[src/rtl/muldiv_unit.sv]
// Iterative 32-bit multiply/divide unit with HI/LO registers (MULT/MULTU/DIV/DIVU/MTHI/MTLO).
// Fixed 33-cycle latency: 32 shift-add / restoring-divide iterations plus one sign-fix/writeback cycle.
module muldiv_unit #(
  parameter int WIDTH = 32
) (
  input  logic             clk_i,
  input  logic             rst_i,
  input  logic             start_i,
  input  logic [1:0]       op_i,
  input  logic [WIDTH-1:0] rs_data_i,
  input  logic [WIDTH-1:0] rt_data_i,
  input  logic             mthi_i,
  input  logic             mtlo_i,
  input  logic [WIDTH-1:0] wdata_i,
  output logic             busy_o,
  output logic             done_o,
  output logic [WIDTH-1:0] hi_o,
  output logic [WIDTH-1:0] lo_o
);

  localparam int CW = $clog2(WIDTH);

  typedef enum logic [1:0] {IDLE, ITER, FIX} state_t;

  state_t             state, state_nx;
  logic [CW-1:0]      cnt;
  logic               is_div, neg_res, neg_rem, div0;
  logic [WIDTH-1:0]   mag_a, mag_b, rs_raw;
  logic [2*WIDTH-1:0] acc;
  logic [WIDTH:0]     rem;
  logic               busy_d, done_d;

  // operand conditioning at start
  logic             sgn_op;
  logic [WIDTH-1:0] abs_rs, abs_rt;
  assign sgn_op = ~op_i[0];
  assign abs_rs = (sgn_op && rs_data_i[WIDTH-1]) ? -rs_data_i : rs_data_i;
  assign abs_rt = (sgn_op && rt_data_i[WIDTH-1]) ? -rt_data_i : rt_data_i;

  // multiply step: conditional add into upper half, then shift the whole accumulator right
  logic [WIDTH:0]     mul_sum;
  logic [2*WIDTH-1:0] mul_nx;
  assign mul_sum = {1'b0, acc[2*WIDTH-1:WIDTH]} + (acc[0] ? {1'b0, mag_a} : '0);
  assign mul_nx  = {mul_sum, acc[WIDTH-1:1]};

  // divide step: dividend bits shift out of acc's low half into rem, quotient bits shift in
  logic [WIDTH+1:0] div_diff;
  logic             div_ok;
  assign div_diff = {rem, acc[WIDTH-1]} - {2'b0, mag_b};
  assign div_ok   = ~div_diff[WIDTH+1];

  // writeback values
  logic [2*WIDTH-1:0] prod;
  logic [WIDTH-1:0]   quo, rmd;
  assign prod = neg_res ? -acc : acc;
  assign quo  = neg_res ? -acc[WIDTH-1:0] : acc[WIDTH-1:0];
  assign rmd  = neg_rem ? -rem[WIDTH-1:0] : rem[WIDTH-1:0];

  always_ff @(posedge clk_i) begin
    if (rst_i) state <= IDLE;
    else       state <= state_nx;
  end

  always_comb begin
    state_nx = state;
    case (state)
      IDLE:    if (start_i) state_nx = ITER;
      ITER:    if (cnt == CW'(WIDTH-1)) state_nx = FIX;
      FIX:     state_nx = IDLE;
      default: state_nx = IDLE;
    endcase
  end

  always_comb begin
    busy_d = (state_nx != IDLE);
    done_d = (state == FIX);
  end

  always_ff @(posedge clk_i) begin
    if (rst_i) begin
      cnt     <= '0;
      is_div  <= 1'b0;
      neg_res <= 1'b0;
      neg_rem <= 1'b0;
      div0    <= 1'b0;
      mag_a   <= '0;
      mag_b   <= '0;
      rs_raw  <= '0;
      acc     <= '0;
      rem     <= '0;
      hi_o    <= '0;
      lo_o    <= '0;
      busy_o  <= 1'b0;
      done_o  <= 1'b0;
    end else begin
      busy_o <= busy_d;
      done_o <= done_d;
      case (state)
        IDLE: begin
          if (start_i) begin
            cnt     <= '0;
            is_div  <= op_i[1];
            neg_res <= sgn_op & (rs_data_i[WIDTH-1] ^ rt_data_i[WIDTH-1]);
            neg_rem <= sgn_op & rs_data_i[WIDTH-1];
            div0    <= (rt_data_i == '0);
            mag_a   <= abs_rs;
            mag_b   <= abs_rt;
            rs_raw  <= rs_data_i;
            acc     <= op_i[1] ? {{WIDTH{1'b0}}, abs_rs} : {{WIDTH{1'b0}}, abs_rt};
            rem     <= '0;
          end else begin
            // start wins over a simultaneous MT write
            if (mthi_i) hi_o <= wdata_i;
            if (mtlo_i) lo_o <= wdata_i;
          end
        end
        ITER: begin
          cnt <= cnt + 1'b1;
          if (is_div) begin
            acc <= {acc[2*WIDTH-1:WIDTH], acc[WIDTH-2:0], div_ok};
            rem <= div_ok ? div_diff[WIDTH:0] : {rem[WIDTH-1:0], acc[WIDTH-1]};
          end else begin
            acc <= mul_nx;
          end
        end
        FIX: begin
          if (!is_div) begin
            hi_o <= prod[2*WIDTH-1:WIDTH];
            lo_o <= prod[WIDTH-1:0];
          end else if (div0) begin
            hi_o <= rs_raw;
            lo_o <= '1;
          end else begin
            hi_o <= rmd;
            lo_o <= quo;
          end
        end
        default: ;
      endcase
    end
  end

endmodule
[config.mk]
export PLATFORM = sky130hd
export DESIGN_NAME = muldiv_unit
export DESIGN_NICKNAME = d
export VERILOG_FILES = /design/src/rtl/muldiv_unit.sv
export SDC_FILE = /design/constraint.sdc
export NUM_CORES = 1
export LEC_CHECK = 0
export CAP_MARGIN = 0
export CORE_MARGIN = 5
export CORE_UTILIZATION = 59
export DETAILED_ROUTE_END_ITERATION = 8
export PLACE_DENSITY_LB_ADDON = 0.1
export SYNTH_ARGS = -nofsm -noshare
export SYNTH_HDL_FRONTEND = slang
export SYNTH_SLANG_ARGS = --single-unit
[constraint.sdc]
create_clock -name clk_i -period 3.9 [get_ports clk_i]
set_input_delay 0.78 -clock clk_i [delete_from_list [all_inputs] [get_ports clk_i]]
set_output_delay 0.78 -clock clk_i [all_outputs]
set_load 0.01 [all_outputs]
# After elaboration in Yosys (flattened, before gate mapping)
# Index checks and enable logic that the tools add are counted.
# W data, S select, Z words.
# word_totals
regBits	270
input_bits	103
output_inout_bits	66
elab_cells	80
# classes
add_sub_neg	8
n_eq_ne	9
n_mux	29
bitwise	5
n_reduce_logical	13
# op_table
op	n
$mux W32	14
$mux W64	3
$neg A32 Y32	4
$pmux W32 S2	2
$pmux W64 S2	1
$mux W33	3
$pmux W33 S2	1
$neg A64 Y64	1
$sub A34 B32 Y34	1
$add A32 B32 Y33	1
$logic_not A32 Y1	1
$ne A2 B2 Y1 const B	6
$reduce_and A3 Y1	4
$pmux W5 S2	1
$reduce_bool A2 Y1	3
$add A5 B1 Y5 const B	1
$eq A5 B5 Y1 const B	1
$mux W5	1
$mux W2	2
$pmux W2 S2	1
$reduce_and A2 Y1	2
$and A1 B1 Y1	2
$eq A2 B1 Y1 const B	1
$eq A2 B2 Y1 const B	1
4 further kinds	6

# Depth between registers and ports, before layout
# logic_depth
depth_word	6
mapped_depth	14
depth_no_buf	13

# Worst setup path after synthesis
# Ideal clock, no wire load.
# synth_timing
path_type	input port to flip-flop
startpoint	input rt_data_i[5]
endpoint	register acc[29]
setup_ns	0.119
arrival_time_ns	3.016
required_ns	3.781
setup_slack_ns	0.765
path_stages	9
path_buffers	1
path_cell_list	or4_1 > nor4b_2 > and2_0 > clkbuf_1 > nand3_1 > o41ai_1 > xor2_1 > o21ai_0 > o221a_2
# synth_via
elab_chain_len	5
# synth_rtl
item	line_no	source
start, declared	11	input logic [WIDTH-1:0] rt_data_i,
$neg A32 Y32	38	assign abs_rt = (sgn_op && rt_data_i[WIDTH-1]) ? -rt_data_i : rt_data_i;
$mux W32	38	
$mux W32	109	acc <= op_i[1] ? {{WIDTH{1'b0}}, abs_rs} : {{WIDTH{1'b0}}, abs_rt};
$mux W64	100	if (start_i) begin
$pmux W64 S2	98	case (state)
end signal, assigned	109	
end signal, assigned	120	acc <= {acc[2*WIDTH-1:WIDTH], acc[WIDTH-2:0], div_ok};
end signal, assigned	123	acc <= mul_nx;
end, declared	29	logic [2*WIDTH-1:0] acc;
# Every way passes these cells. The select of a mux whose other input is x is not followed.
# A chain may end at the register's enable or synchronous reset.

# Final worst setup path
# layout_timing
startpoint	register rem[7]
endpoint	register rem[0]
# layout_via
elab_chain_len	4
# layout_rtl
item	line_no	source
start, declared	30	logic [WIDTH:0] rem;
start signal, assigned	121	rem <= div_ok ? div_diff[WIDTH:0] : {rem[WIDTH-1:0], acc[WIDTH-1]};
$sub A34 B32 Y34	49	assign div_diff = {rem, acc[WIDTH-1]} - {2'b0, mag_b};
$mux W33	121	
$mux W33	119	if (is_div) begin
$pmux W33 S2	98	
# Every way passes these cells. The select of a mux whose other input is x is not followed.

==> summary.txt <==
Yosys
  • Dominant synthesized flop cell: dfxtp_1
  • Syn avg cell area: between 7 and 8 µm²
  • Area share of the largest cell type after synthesis: 29.8%
  • Post-synth ARST share: 0%
  • Mapped Cells: 2361
  • Most frequent cells after synthesis: dfxtp_1, nand2_1, nor2_1
  • Most common cell in the netlist: dfxtp_1
  • Sequential area share after synthesis: 29.8%
  • Yosys cell types: 80
  • Area leader, netlist: dfxtp_1
  • Area contributors post-synth: dfxtp_1, a21oi_1, nand2_1
  • Syn nets: 2536
  • Synthesized flop and latch total: 269
  • Mapped cell area: 18100 µm²
  • Number of flops mapped to enable cells by yosys: 0
  • Syn. warnings: 0

Floorplanning
  • Die Wd: 185 µm
  • Starting density of the core: between 50 and 60%
  • # rows: 64
  • Die height: 185 µm
  • Core Box Area: 30400 µm²
  • # IOs: about 170
  • Die area: ~34000 µm²

Clock tree
  • Cts repair resizes: 0
  • # Post-CTS Setup Buffers: 0
  • Clk pin slew, worst setup/hold paths: 60 ps
  • Maximum clock path buffer count: 3
  • CTS Buf Count: 31
  • Hold-fix buffers at CTS: 0
  • CTS tree: yes
  • CTS root buf: clkbuf_16
  • Clk Latency, worst-skew pair: 570 ps
  • H-Tree Depth: 1
  • Clock sink count: 269

Timing
  • Worst rel slew slack: 28.5%
  • Max-slew violations: 0
  • Final setup viols: 0
  • Tmin final: roughly 3700 ps
  • Unrepaired setup endpoints after global routing: no
  • Fin crit share: 94.0%
  • Setup TNS: 0 ps
  • Hold Vio Cnt, Final: 0
  • Final WS setup: 233 ps
  • FMAX: ~270 MHz
  • Worst-margin pin slew: 1070 ps
  • Fin Clk Skew: 14.2 ps

Min path
  • Hold crit path type: reg2reg

Global routing
  • Vias in the first global route: 18204
  • GRT overflow: 0
  • Largest net degree at the start of global routing: 89
  • GRT met1 Usage: around half
  • M3 GR Usage: a little under a tenth
  • GR Util met2: 61.6%
  • Global-route layer with the greatest usage: met2
  • First-pass GRT wire length: 107000 µm
  • Initial antenna violation count: 2
  • Total GRT Usage: 39.9%

Final layout
  • Layout cells sized above 1: 8.68%
  • FILL cells: about 2600
  • Util after Layout: approximately 70%
  • Layout area overhead: 19.5%
  • Register Area: 5390 µm²
  • Nets: 2687
  • Area occupied by multi-input gates: 11900 µm²

Pwr
  • Power Dens Cells: approximately 350 nW/µm²
  • Leakage power total: 8.40 nW
  • Worst vdd ir: 0.352 mV
  • Tot Pwr: 7.53 mW

Placement
  • GPL Wtd Cong: 1.03
  • Port Buf Inserts: 168
  • Pre-CTS setup slack: about 47 ps
  • Post-DP HPWL: 54600 µm

Route
  • TritonRoute pass-1 iters: 6
  • Vias: 19359
  • WL final: 70700 µm
  • DRT iter0 DRCs: 2331
  • Residual DRC: 0
  • Antenna viol nets, final: 0
  • WL/cell: 24.1 µm
  • Via density: between 6 and 7

Setup path
  • Cells along the critical path: ha_1, a21o_1, a311oi_1, o21ai_0, o31ai_1, buf_4, o21ai_1, buf_4, xnor2_4, buf_12, buf_4, nor2_1, a21oi_1, o21ai_0
  • CP max-delay cell: dfxtp_1
  • Critical Path RT: 4340 ps
  • Crit end category: flip-flop
  • Crit path largest cell delay: 460 ps
  • CP arrival: between 4000 and 5000 ps
  • Critical Path Fanout Max: 29
  • CP startpoint kind: flip-flop
  • Crit-path most repeated cell: buf_4
  • Worst setup path category: reg2reg
  • CP delay by family, top: compound AO/OA/AOI/OAI gates
  • Worst path bufs/invs: 4

Outcome
  • Status: completed

Run
  • MaxCap Viol Count: 0
final timing paths:
path | startpoint | end | cells past startpoint | slack [ps]
max reg2reg | rem[7] | rem[0] | 14 | 230
max | rem[7] | rem[0] | 14 | 230
min | lo_o[0] | lo_o[0] | 2 | 450
min reg2reg | lo_o[0] | lo_o[0] | 2 | 450
layout by cell type (no fill, tap or decap), types with 23 or more instances in the layout:
cell type,n
clkbuf_16,31
o31ai_1,30
o211ai_1,28
xnor2_1,104
o21ai_0,163
and2_1,36
ha_1,70
a21o_1,23
mux2i_1,62
nand2_1,263
nor3_1,57
inv_1,74
clkdlybuf4s50_1,167
buf_4,104
o221ai_1,34
a211oi_1,81
xor2_1,87
dfxtp_1,266
a21oi_1,222
nor2_1,223
registers in the layout (all words and copies together) (netlist names), 2 cells and up:
register and flops:
rs_raw 31, rem 33, state 2, cnt 5, hi_o 32, acc 64, mag_a 32, mag_b 32
lo_o 32
report_power, final:
| group | total (mW) | leakage, nW | internal, mW | switching [mW] |
|---|---|---|---|---|
| sequential | 3.03 | 2.20 | 2.89 | 0.139 |
| combinational | 1.53 | 5.68 | 0.611 | 0.922 |
| clock | 2.96 | 0.519 | 1.72 | 1.24 |
| total | 7.53 | 8.40 | 5.23 | 2.30 |
cell type report:
type                       count  share of cell area, %
tap                          396                   2.29
antenna                        1                 0.0116
sequential                   269                   24.9
clock buffer                  41                   4.09
clock inverter                16                  0.683
timing repair buffer         277                   11.9
multi-input combinational   1858                   54.8
inverter                      75                   1.30
cells by family after synthesis:
logic type,after synthesis,synth area share [%]
multiplexers,65,3.62
adder cells (fa/ha/maj),72,5.06
AND/OR/NAND/NOR,762,19.8
AO/OA/AOI/OAI,767,27.6
buffers and inverters,234,4.93
XOR/XNOR,192,9.33
flip-flops,269,29.8
layer usage:
metal	vias up	routed length, µm
met5	-	23
met4	2	5120
met3	257	7660
met2	1090	30600
met1	9142	27300
li1	8868	-
worst register-to-register path, cell delays in order, from the launching register on:
cell and delay [ps]:
dfxtp_1 460, ha_1 350, a21o_1 220, a311oi_1 310, o21ai_0 300, o31ai_1 340
buf_4 210, o21ai_1 90, buf_4 170, xnor2_4 190, buf_12 220, buf_4 280
nor2_1 60, a21oi_1 230, o21ai_0 110
stage by stage:
stage | hold slack [ps] | instances | instance area, µm²
2_1_floorplan | 432 | 2361 | 18100
3_3_place_gp | 437 | 2875 | 20600
3_5_place_dp | 445 | 2875 | 20600
4_1_cts | 450 | 2932 | 21600
5_1_grt | 469 | 2932 | 21600
6_report | 449 | 2933 | 21600
Note: power is estimated with default switching activity, not from simulation.
